$ cat config.mk
export PLATFORM = sky130hd
export DESIGN_NAME = gfx_fetch_sched
export DESIGN_NICKNAME = d
export VERILOG_FILES = /design/src/rtl/gfx_pkg.sv /design/src/rtl/gfx_fetch_sched_fetch_slot.sv /design/src/rtl/gfx_fetch_sched.sv
export SDC_FILE = /design/constraint.sdc
export NUM_CORES = 1
export LEC_CHECK = 0
export BUFFER_PORTS_ARGS = -buffer_cell sky130_fd_sc_hd__buf_2
export CAP_MARGIN = 10
export CORE_ASPECT_RATIO = 0.9
export CORE_MARGIN = 3
export CORE_UTILIZATION = 48
export CTS_CLUSTER_SIZE = 28
export DETAILED_ROUTE_END_ITERATION = 6
export HOLD_SLACK_MARGIN = 0.06
export PLACE_DENSITY = 0.75
export SLEW_MARGIN = 20
export SYNTH_ARGS = -nofsm -noshare
export SYNTH_HDL_FRONTEND = slang
export SYNTH_SLANG_ARGS = --single-unit
$ cat constraint.sdc
create_clock -name i_sysclk -period 2 [get_ports i_sysclk]
set_input_delay 0.1 -clock i_sysclk [delete_from_list [all_inputs] [get_ports i_sysclk]]
set_output_delay 0.1 -clock i_sysclk [all_outputs]
set_load 0.005 [all_outputs]
$ cat src/rtl/gfx_pkg.sv
// gfx_pkg
// Shared definitions for the graphics ROM fetch scheduler.
//   ADDR_W      default graphics ROM address width
//   PH_PF_LOAD  pixel phase whose pix_en triggers the PF shifter load
//   PH_MO_LOAD  pixel phase whose pix_en triggers the MO shifter load
//   fetch_req_t latched fetch request {addr, flip}
package gfx_pkg;

    localparam int ADDR_W = 18;

    localparam logic [2:0] PH_PF_LOAD = 3'd3;
    localparam logic [2:0] PH_MO_LOAD = 3'd7;

    typedef struct packed {
        logic [ADDR_W-1:0] addr;
        logic              flip;
    } fetch_req_t;

endpackage

$ cat src/rtl/gfx_fetch_sched_fetch_slot.sv
// fetch_slot
// One requester's fetch slot. On a window boundary it either takes the
// request (latch addr/flip, ack next cycle, window not blank) or records a
// blank window and flags a miss in the boundary cycle.
// Ports:
//   i_clk, i_reset   clock, synchronous active-high reset
//   i_bnd            window boundary pulse for this requester
//   i_req            level request
//   i_req_data       {addr, flip} presented with the request
//   o_ack            registered one-cycle acknowledge
//   o_blank          registered: current window carries no data
//   o_data           latched {addr, flip} for the current window
//   o_miss           combinational: boundary with no request (this cycle)
import gfx_pkg::*;

module fetch_slot (
    input  logic       i_clk,
    input  logic       i_reset,
    input  logic       i_bnd,
    input  logic       i_req,
    input  fetch_req_t i_req_data,
    output logic       o_ack,
    output logic       o_blank,
    output fetch_req_t o_data,
    output logic       o_miss
);

    logic       r_ack;
    logic       r_blank;
    fetch_req_t r_data;

    always_ff @(posedge i_clk) begin
        if (i_reset) begin
            r_ack   <= 1'b0;
            r_blank <= 1'b1;
            r_data  <= '0;
        end else begin
            r_ack <= i_bnd & i_req;
            if (i_bnd) begin
                if (i_req) begin
                    r_data  <= i_req_data;
                    r_blank <= 1'b0;
                end else begin
                    // Keep the old address so rom_addr stays stable; the
                    // datapath loads transparent because of the blank flag.
                    r_blank <= 1'b1;
                end
            end
        end
    end

    assign o_ack   = r_ack;
    assign o_blank = r_blank;
    assign o_data  = r_data;
    assign o_miss  = i_bnd & ~i_req;

endmodule

$ cat src/rtl/gfx_fetch_sched.sv
// gfx_fetch_sched
// Time-shares one graphics ROM address port between the playfield (PF) and
// motion-object (MO) requesters on a fixed 8-pixel window. Phases 0-3 fetch
// for PF, phases 4-7 for MO; each bank is loaded at the end of its window.
// Ports:
//   i_sysclk, i_reset             clock, synchronous active-high reset
//   i_pix_en                      one-cycle pulse per pixel
//   i_line_start                  scanline start; forces phase 0, PF boundary
//   i_pf_req/_addr/_flip, o_pf_ack  PF requester handshake
//   i_mo_req/_addr/_flip, o_mo_ack  MO requester handshake
//   o_rom_addr                    graphics ROM address (registered)
//   o_gld_b                       active-low shifter load strobe
//   o_mo_v_pf_b                   load target, 1 = MO bank, 0 = PF bank
//   o_mghf                        flip bit for the load
//   o_pf_blank, o_mo_blank        current window has no data
//   o_miss_cnt                    saturating count of request-less windows
//
// state    | meaning
// ST_IDLE  | after reset; pix_en ignored until the first line_start
// ST_RUN   | phase counter and strobes active
import gfx_pkg::*;

module gfx_fetch_sched #(
    parameter int ADDR_W  = gfx_pkg::ADDR_W,
    parameter int ROM_LAT = 2
) (
    input  logic              i_sysclk,
    input  logic              i_reset,
    input  logic              i_pix_en,
    input  logic              i_line_start,
    input  logic              i_pf_req,
    input  logic [ADDR_W-1:0] i_pf_addr,
    input  logic              i_pf_flip,
    output logic              o_pf_ack,
    input  logic              i_mo_req,
    input  logic [ADDR_W-1:0] i_mo_addr,
    input  logic              i_mo_flip,
    output logic              o_mo_ack,
    output logic [ADDR_W-1:0] o_rom_addr,
    output logic              o_gld_b,
    output logic              o_mo_v_pf_b,
    output logic              o_mghf,
    output logic              o_pf_blank,
    output logic              o_mo_blank,
    output logic [7:0]        o_miss_cnt
);

    // The latched request type is sized by the package width.
    if (ADDR_W != gfx_pkg::ADDR_W) begin : g_bad_addr_w
        $error("ADDR_W must match gfx_pkg::ADDR_W");
    end
    if (ROM_LAT < 1) begin : g_bad_rom_lat
        $error("ROM_LAT must be at least 1");
    end

    typedef enum logic {
        ST_IDLE = 1'b0,
        ST_RUN  = 1'b1
    } state_t;

    state_t            r_state;
    state_t            w_state_nxt;
    logic [2:0]        r_phase;
    logic [ADDR_W-1:0] r_rom_addr;
    logic              r_gld_b;
    logic              r_mo_v_pf_b;
    logic              r_mghf;
    logic [7:0]        r_miss_cnt;

    logic       w_pix;
    logic       w_pf_strobe;
    logic       w_mo_strobe;
    logic       w_pf_bnd;
    logic       w_mo_bnd;
    logic       w_pf_miss;
    logic       w_mo_miss;
    fetch_req_t w_pf_in;
    fetch_req_t w_mo_in;
    fetch_req_t w_pf_data;
    fetch_req_t w_mo_data;

    // line_start overrides pix_en, which also aborts an in-progress MO window.
    assign w_pix       = (r_state == ST_RUN) & i_pix_en & ~i_line_start;
    assign w_pf_strobe = w_pix & (r_phase == PH_PF_LOAD);
    assign w_mo_strobe = w_pix & (r_phase == PH_MO_LOAD);
    assign w_pf_bnd    = i_line_start | w_mo_strobe;
    assign w_mo_bnd    = w_pf_strobe;

    assign w_pf_in = '{addr: i_pf_addr, flip: i_pf_flip};
    assign w_mo_in = '{addr: i_mo_addr, flip: i_mo_flip};

    fetch_slot u_pf_slot (
        .i_clk      (i_sysclk),
        .i_reset    (i_reset),
        .i_bnd      (w_pf_bnd),
        .i_req      (i_pf_req),
        .i_req_data (w_pf_in),
        .o_ack      (o_pf_ack),
        .o_blank    (o_pf_blank),
        .o_data     (w_pf_data),
        .o_miss     (w_pf_miss)
    );

    fetch_slot u_mo_slot (
        .i_clk      (i_sysclk),
        .i_reset    (i_reset),
        .i_bnd      (w_mo_bnd),
        .i_req      (i_mo_req),
        .i_req_data (w_mo_in),
        .o_ack      (o_mo_ack),
        .o_blank    (o_mo_blank),
        .o_data     (w_mo_data),
        .o_miss     (w_mo_miss)
    );

    always_comb begin
        w_state_nxt = r_state;
        if (i_line_start) begin
            w_state_nxt = ST_RUN;
        end
    end

    always_ff @(posedge i_sysclk) begin
        if (i_reset) begin
            r_state     <= ST_IDLE;
            r_phase     <= 3'd0;
            r_rom_addr  <= '0;
            r_gld_b     <= 1'b1;
            r_mo_v_pf_b <= 1'b0;
            r_mghf      <= 1'b0;
            r_miss_cnt  <= 8'd0;
        end else begin
            r_state <= w_state_nxt;
            r_gld_b <= 1'b1;

            if (i_line_start) begin
                r_phase <= 3'd0;
            end else if (w_pix) begin
                r_phase <= r_phase + 3'd1;
            end

            // Address switches only on boundaries; a blank window keeps the
            // previously latched address of that requester.
            if (w_pf_bnd) begin
                r_rom_addr <= i_pf_req ? i_pf_addr : w_pf_data.addr;
            end else if (w_mo_bnd) begin
                r_rom_addr <= i_mo_req ? i_mo_addr : w_mo_data.addr;
            end

            // Load uses the flip latched for the window that is ending, which
            // is the pre-edge slot value even when the other slot re-latches.
            if (w_pf_strobe) begin
                r_gld_b     <= 1'b0;
                r_mo_v_pf_b <= 1'b0;
                r_mghf      <= w_pf_data.flip;
            end else if (w_mo_strobe) begin
                r_gld_b     <= 1'b0;
                r_mo_v_pf_b <= 1'b1;
                r_mghf      <= w_mo_data.flip;
            end

            // PF and MO boundaries never coincide, so at most one miss a cycle.
            if ((w_pf_miss | w_mo_miss) && (r_miss_cnt != 8'hFF)) begin
                r_miss_cnt <= r_miss_cnt + 8'd1;
            end
        end
    end

    assign o_rom_addr  = r_rom_addr;
    assign o_gld_b     = r_gld_b;
    assign o_mo_v_pf_b = r_mo_v_pf_b;
    assign o_mghf      = r_mghf;
    assign o_miss_cnt  = r_miss_cnt;

endmodule

==> results of run 1 <==
==> logic make-up after synthesis <==
group | count (synthesis)
buffers and inverters | 29
AO/OA/AOI/OAI | 60
adder cells (fa/ha/maj) | 4
multiplexers | 58
XOR/XNOR | 1
flip-flops | 75
AND/OR/NAND/NOR | 139
==> critical path: stages, from the launching register on <==
cell and delay [ns]:
sky130_fd_sc_hd__dfxtp_2 0.36, sky130_fd_sc_hd__ha_4 0.15, sky130_fd_sc_hd__ha_4 0.15, sky130_fd_sc_hd__buf_4 0.11, sky130_fd_sc_hd__nand4b_4 0.12, sky130_fd_sc_hd__o22a_4 0.31, sky130_fd_sc_hd__nor4_4 0.26, sky130_fd_sc_hd__mux2_2 0.35
==> area by class of cell <==
class                      instances  area (µm²)  area share
clock buffer                      10       137.6     0.03071
clock inverter                     6       65.06     0.01452
inverter                           5       18.77    0.004188
tap                               90       112.6     0.02513
multi-input combinational        263        1755      0.3917
sequential                        75        1504      0.3356
timing repair buffer             131       888.4      0.1982
==> power by group through the flow <==
stage	clock network (µW)	registers [µW]	logic, µW
floorplan	0	1600	187
global placement	0	1600	311
detailed placement	0	1600	318
CTS	1210	1570	376
global route	1270	1570	423
finish	1180	1570	384
==> cells in the mapped netlist, types with 3 or more instances <==
library cell and n:
sky130_fd_sc_hd__ha_1 4, sky130_fd_sc_hd__mux2i_1 57, sky130_fd_sc_hd__buf_1 4, sky130_fd_sc_hd__clkbuf_1 9
sky130_fd_sc_hd__inv_1 5, sky130_fd_sc_hd__buf_2 10, sky130_fd_sc_hd__nand2_1 84, sky130_fd_sc_hd__dfxtp_1 75
sky130_fd_sc_hd__o21ai_0 5, sky130_fd_sc_hd__a32o_1 18, sky130_fd_sc_hd__nor3_1 3, sky130_fd_sc_hd__nor2_1 33
sky130_fd_sc_hd__nand3_1 4, sky130_fd_sc_hd__a21oi_1 24
==> state kept, by name (all words and copies together) (netlist names), 3 cells and up <==
| name | cells |
|---|---|
| o_miss_cnt | 8 |
| u_pf_slot.o_data | 19 |
| r_phase | 3 |
| u_mo_slot.o_data | 19 |
| o_rom_addr | 18 |
==> layer usage <==
| metal | vias to the layer above | global-route usage | part of all wire |
|---|---|---|---|
| li1 | 1530 | - | - |
| met1 | 1431 | 0.2588 | 0.45 |
| met2 | 76 | 0.3708 | 0.49 |
| met3 | 8 | 0.05645 | 0.043 |
| met4 | 0 | 0.06562 | 0.014 |
| met5 | - | 0 | 0 |
==> metrics by stage <==
step	utilization	hold WS, ns	setup TNS, ns
finish	0.6769	0.1120	0
global placement	0.5782	0.3389	-2.863
floorplan	-	0.2360	0
detailed placement	0.5786	0.3554	-0.2570
CTS	0.6684	0.07445	0
global route	0.6769	0.09935	0
==> path summary, 6_finish.rpt <==
check                                       to
min reg2reg  u_pf_slot.o_data[16]$_SDFFE_PP0P_
min                    r_phase[0]$_SDFFE_PP0N_
max                 o_miss_cnt[5]$_SDFFE_PP0P_
max reg2reg         o_miss_cnt[5]$_SDFFE_PP0P_
==> timing repair <==
action / in CTS / in global routing
gates cloned: 0 / 1
hold endpoints to repair: 38 / 0
hold buffers: 38 / 0
setup endpoints to repair: 18 / 21
resized for setup: 5 / 8
pin swaps: 0 / 2
==> results.txt, run 1 <==
After synthesis, the largest family of logic cells by area is simple AND/OR/NAND/NOR gates. The final-layout fill cell count came out at 529. The startpoint identified for the worst hold timing path is i_line_start. The number of antenna violations at the first check in global routing came to 0.

The average via count per standard cell is 5.250. In the routed design, unresolved DRC markers number 0. The die is 84.80 µm tall. Of the total power, the clock network draws 0.376.

Leaving out fill and tap cells, the most frequent cell in the layout is sky130_fd_sc_hd__nand2_1. The post-placement cell count came out at 525. Port buffering added 76 buffers. The number of cells on the worst hold path is 2.

The floorplan step defined a die boundary enclosing 0.007934 mm². The initial DRC count is 129. The synthesized design spends more area on one cell type than any other, namely sky130_fd_sc_hd__dfxtp_1. The synthesized-area fraction occupied by ao, oa, aoi and oai cells is 0.1364. The maximum vdd ir drop came out at 0.3288 mV.

The final weighted congestion of routability-driven global placement came out at 0.8333. The simple logic cell fraction of the synthesized area came out at 0.1798. Detailed placement ended at an HPWL of 5.432 mm. The cell sitting at the root of the clock tree is a sky130_fd_sc_hd__clkbuf_8.

The share of synthesized area in the top cell type comes to 0.4533. The later pin in the worst-skew pair is clocked with a latency of 0.35 ns. The count of warnings emitted by yosys is 0.

The number of enable-type register cells in the synthesized netlist is 0. The net count reported at finish is 533. The post-CTS clock slew at the launch and capture registers of the worst setup and hold paths came out at 0.08 ns.

By area the synthesized netlist is led by sky130_fd_sc_hd__dfxtp_1 (45%), sky130_fd_sc_hd__mux2i_1 (17%), sky130_fd_sc_hd__nand2_1 (9.5%), sky130_fd_sc_hd__a32o_1 (5.4%), sky130_fd_sc_hd__nor2_1 (3.7%). The setup slack on the worst flop-to-flop path is 0.09 ns. The register share of total power came out at 0.501. The cell area after synthesis is 0.003312 mm².

The worst clock skew came out at 0.009556 ns. The synthesized area per cell is 9.049 µm². Setup repair after global routing left no endpoint under its margin. The final hold violation count is 0.

The required time of the worst setup path came out at 2.24 ns. The overall routing resource usage is 0.2139. The final count of pins violating max slew was 0. The fraction of synthesized cell area in xor and xnor cells came out at 0.002645. Derived from the worst setup path, the maximum achievable clock frequency is 0.5244 GHz. The headroom to the max-slew limit came out at 0.6223.

The global-route wire length before repair came out at 13.48 mm. The TritonCTS buffer count came out at 9. The post-placement cell area is 0.003831 mm². The routed length per instance came out at 14.44 µm. The kind of path behind the tightest hold check is primary input to flip-flop. The max-capacitance violation count came out at 0. In this run the worst setup path begins at r_phase[1]$_SDFFE_PP0N_. The count of state elements after synthesis came out at 75.

The total inserted antenna cells came out at 0. The total congestion overflow is 0. For this block, the routed nets add up to 8.375 mm of wire. The number of buffers on the longest clock path is 2. The number of cells on the worst reg-to-reg path is 7. The total number of vias came out at 3045. The number of search-and-repair iterations in the first detailed-routing pass came out at 4. The final critical-path share of the clock period came out at 0.9534. The mux contribution to synthesized area came out at 0.1757. In this run the critical register-to-register path is launched from r_phase[1]$_SDFFE_PP0N_. The clock sink total came out at 75.

The capturing element type of the critical path is a flip-flop. The transition time of the tightest slew-check pin came out at 0.5645 ns. The synthesis-to-layout area growth came out at 35.32%. The post-layout instance count excluding filler cells came out at 580. The async set-reset flop share out of synthesis is 0.

The run finished with clean final reports. The critical-path maximum fanout came out at 5. The combinational fraction of design power is 0.123. The chip width came out at 93.56 µm. The internal power of the cells totals 2338 µW.

The number of instances in the synthesized netlist came out at 366. The buffer count from post-CTS setup fixing is 0. The core region is 0.006621 mm².

The distinct cell type count after synthesis is 40. The total power after layout came out at 3129 µW. The area of all placed cells without fillers came out at 0.004482 mm². Entering global routing, the biggest net connects 46 pins. The reported leakage power is 0.002126 µW.

The TritonCTS clock tree is yes. The placement-stage worst setup slack came out at -0.06693 ns. The synthesized-area fraction occupied by adder cells came out at 0.01511. Synthesis produced a netlist with a net count of 414. The type of the setup path with the least slack is flip-flop to flip-flop. In this run the core area contains 28 standard-cell rows. The switching power total is 790.7 µW. The top cell types in the final layout, fill and taps aside, are sky130_fd_sc_hd__nand2_1 (84), sky130_fd_sc_hd__buf_2 (76), sky130_fd_sc_hd__dfxtp_1 (73).

The least setup slack across all paths after layout came out at 0.09324 ns. The fraction of power spent switching nets came out at 0.2527. The fraction of final layout cells with drive strength greater than 1 is 0.2510. Setup violations remaining at the end of the flow were counted as 0.

STA classifies the critical path startpoint as a flip-flop. The power density over the cells is 698.1 mW/mm². The antenna violation net count after detailed routing came out at 0. The clock tree synthesis step divided the H-tree into 3 levels. The most used flip-flop cell after synthesis is sky130_fd_sc_hd__dfxtp_1. For this configuration, the core starts out at a cell density of 0.5002. The number of top-level pins is 77. For this run, the register share of the synthesized area comes to 0.4533. The number of global-route vias before repair was 2979. The time the worst path needs with I/O delays and setup is 1.907 ns. The data arrival time of the critical path came out at 2.15 ns.
Power figures use the tool's default switching activity.
==> run 2, diff against run 1 <==
--- a/config.mk
+++ b/config.mk
@@ -5,7 +5,7 @@
 export SDC_FILE = /design/constraint.sdc
 export NUM_CORES = 1
 export LEC_CHECK = 0
-export BUFFER_PORTS_ARGS = -buffer_cell sky130_fd_sc_hd__buf_2
+export BUFFER_PORTS_ARGS = -buffer_cell sky130_fd_sc_hd__clkbuf_2
 export CAP_MARGIN = 10
 export CORE_ASPECT_RATIO = 0.9
 export CORE_MARGIN = 3
@@ -14,6 +14,7 @@
 export DETAILED_ROUTE_END_ITERATION = 6
 export HOLD_SLACK_MARGIN = 0.06
 export PLACE_DENSITY = 0.75
+export SETUP_SLACK_MARGIN = 0.02
 export SLEW_MARGIN = 20
 export SYNTH_ARGS = -nofsm -noshare
 export SYNTH_HDL_FRONTEND = slang
==> run 2 against run 1 <==
Compared with the run above:
- sequential share of layout area up 0.28 points
- routed wire length shrank 0.80%
- worst setup slack improved by 0.025 ns
==> results.txt, run 2 (synthesis gave the netlist of run 1 again) <==
The flow ran to the end, and the final reports show no timing, DRC or antenna violations. The number of global-route vias before repair is 2899. The total congestion overflow came out at 0. The final hold violation count came out at 0. The final weighted congestion of routability-driven global placement came out at 0.8092. 77 I/O pins were placed. The initial core utilization is 0.5002. The tightest min-delay check is of the primary input to flip-flop type. The net count reported at finish came out at 532. The number of antenna violations at the first check in global routing is 0. The floorplan die height came out at 84.80 µm. The highest clock frequency the design can meet came out at 0.5313 GHz.

The TritonCTS buffer count is 9. The floorplan step defined a core boundary enclosing 0.006621 mm². The fraction of final layout cells with drive strength greater than 1 came out at 0.2418.

The maximum number of pins on one net before global-route repair came out at 22. The synthesis-to-layout area growth came out at 33.96%. In the routed design, unresolved DRC markers number 0. The routed design has 8.308 mm of wire. The required time of the worst setup path came out at 2.28 ns. The post-CTS clock slew at the launch and capture registers of the worst setup and hold paths came out at 0.08 ns. Hold timing on the final database bottoms out at a slack of 0.1471 ns.

The max-capacitance violation count is 0. The first routing iteration left 125 violations. The transition time of the tightest slew-check pin came out at 0.4913 ns. The number of search-and-repair iterations in the first detailed-routing pass came out at 4. Setup repair after global routing could not meet its margin everywhere.

The worst clock skew came out at 0.01150 ns. Dividing the detail-routed via count by the number of cells gives 5.306. The root cell of the clock tree is sky130_fd_sc_hd__clkbuf_8. The detail route stage leaves a number of antenna-violating nets equal to 0. The reported leakage power is 0.002118 µW. After routing the design area is 0.004437 mm².

The HPWL after detailed placement came out at 5.543 mm. The buffer count from post-CTS setup fixing came out at 0. In this run the number of H-tree levels came out at 3. STA classifies the critical path endpoint as a flip-flop. TritonCTS built the clock tree.

The startpoint class of the critical path is a flip-flop. The count of endpoints failing setup in the final report came out at 0. The first global-routing pass estimated 13.58 mm of wire. The insertion delay of the later-clocked pin in the worst-skew pair is 0.36 ns. The final count of pins violating max slew is 0. The routed length per instance came out at 14.37 µm. The number of cell rows came out at 28. Counting along the longest clock path gives a buffer depth of 2.

The die covers 0.007934 mm². In the layout the commonest cells are sky130_fd_sc_hd__nand2_1 (84), sky130_fd_sc_hd__clkbuf_2 (76), sky130_fd_sc_hd__dfxtp_1 (75). After detailed placement, the total cell area comes to 0.003841 mm². The final critical-path share of the clock period came out at 0.9411. The overall routing resource usage came out at 0.2159. Power spread over the standard cell area amounts to 709.0 mW/mm². Headroom to the max-slew limit came out at 0.6713.

For the finished layout, the period the worst path requires is 1.882 ns. The final-layout fill cell count came out at 544. The total inserted antenna cells is 0.

The worst setup path is of the flip-flop to flip-flop kind. The count of input and output buffers is 76. The clock sink total came out at 75. The total number of vias came out at 3067. In this run the worst path has a maximum fanout of 11. IR analysis of the VDD net gives a maximum drop of 0.4489 mV.

The data arrival time of the critical path is 2.16 ns. The library cell used most frequently in the layout, excluding fill and tap cells, is sky130_fd_sc_hd__nand2_1. The die is 93.56 µm wide.
-- run 2: critical path: stages (launching register included) --
cell and delay [ns]:
sky130_fd_sc_hd__dfxtp_1 0.32, sky130_fd_sc_hd__ha_1 0.22, sky130_fd_sc_hd__ha_2 0.20, sky130_fd_sc_hd__buf_4 0.15, sky130_fd_sc_hd__a31o_2 0.24, sky130_fd_sc_hd__buf_4 0.16
sky130_fd_sc_hd__nand2_1 0.09, sky130_fd_sc_hd__buf_4 0.19, sky130_fd_sc_hd__nand2_1 0.08, sky130_fd_sc_hd__a21oi_1 0.17
-- run 2: timing repair --
action,CTS,global route
hold buffers,38,0
setup endpoints to repair,17,13
gates resized for setup,1,6
endpoints found under the hold margin,38,0
-- run 2: metal layers --
layer,routed length (µm),GRT usage
met1,3771,0.2753
met2,3929,0.3506
met3,465,0.06631
met4,140,0.06693
met5,0,0
-- run 2: final timing paths --
kind / start / to / slack [ns] / depth (start not counted)
worst max-delay path: r_phase[0]$_SDFFE_PP0N_ / u_pf_slot.o_data[3]$_SDFFE_PP0P_ / 0.12 / 9
worst min-delay path: i_line_start / r_phase[2]$_SDFFE_PP0N_ / 0.15 / 2
worst max register to register: r_phase[0]$_SDFFE_PP0N_ / u_pf_slot.o_data[3]$_SDFFE_PP0P_ / 0.12 / 9
worst min register to register: u_pf_slot.o_data[18]$_SDFFE_PP0P_ / u_pf_slot.o_data[18]$_SDFFE_PP0P_ / 0.46 / 2
-- run 2: metrics by stage --
step / TNS (ns) / power (µW) / std cells / utilization / worst slack (ns)
after floorplan: 0 / 1784 / 366 / - / 0.09701
after global placement: 0 / 1918 / 525 / 0.5801 / 0.07319
after detailed placement: -0.05235 / 1928 / 525 / 0.5801 / -0.03087
after CTS: 0 / 3158 / 578 / 0.6682 / 0.05286
after global routing: 0 / 3275 / 578 / 0.6701 / 0.0006428
final: 0 / 3146 / 578 / 0.6701 / 0.1178
-- run 2: final cells by class --
cell class                 instances  area [µm²]  share of cell area
clock buffer                      11       151.4             0.03412
clock inverter                     4       50.05             0.01128
inverter                           5       18.77            0.004230
multi-input combinational        262        1702              0.3835
sequential                        75        1501              0.3384
tap                               90       112.6             0.02538
timing repair buffer             131       900.9              0.2030
-- run 2: report_power, final --
part / total (µW) / internal [µW] / switching, µW
Sequential: 1570 / 1540 / 29.3
Clock: 1190 / 635 / 557
Combinational: 385 / 194 / 191
Total: 3150 / 2370 / 777
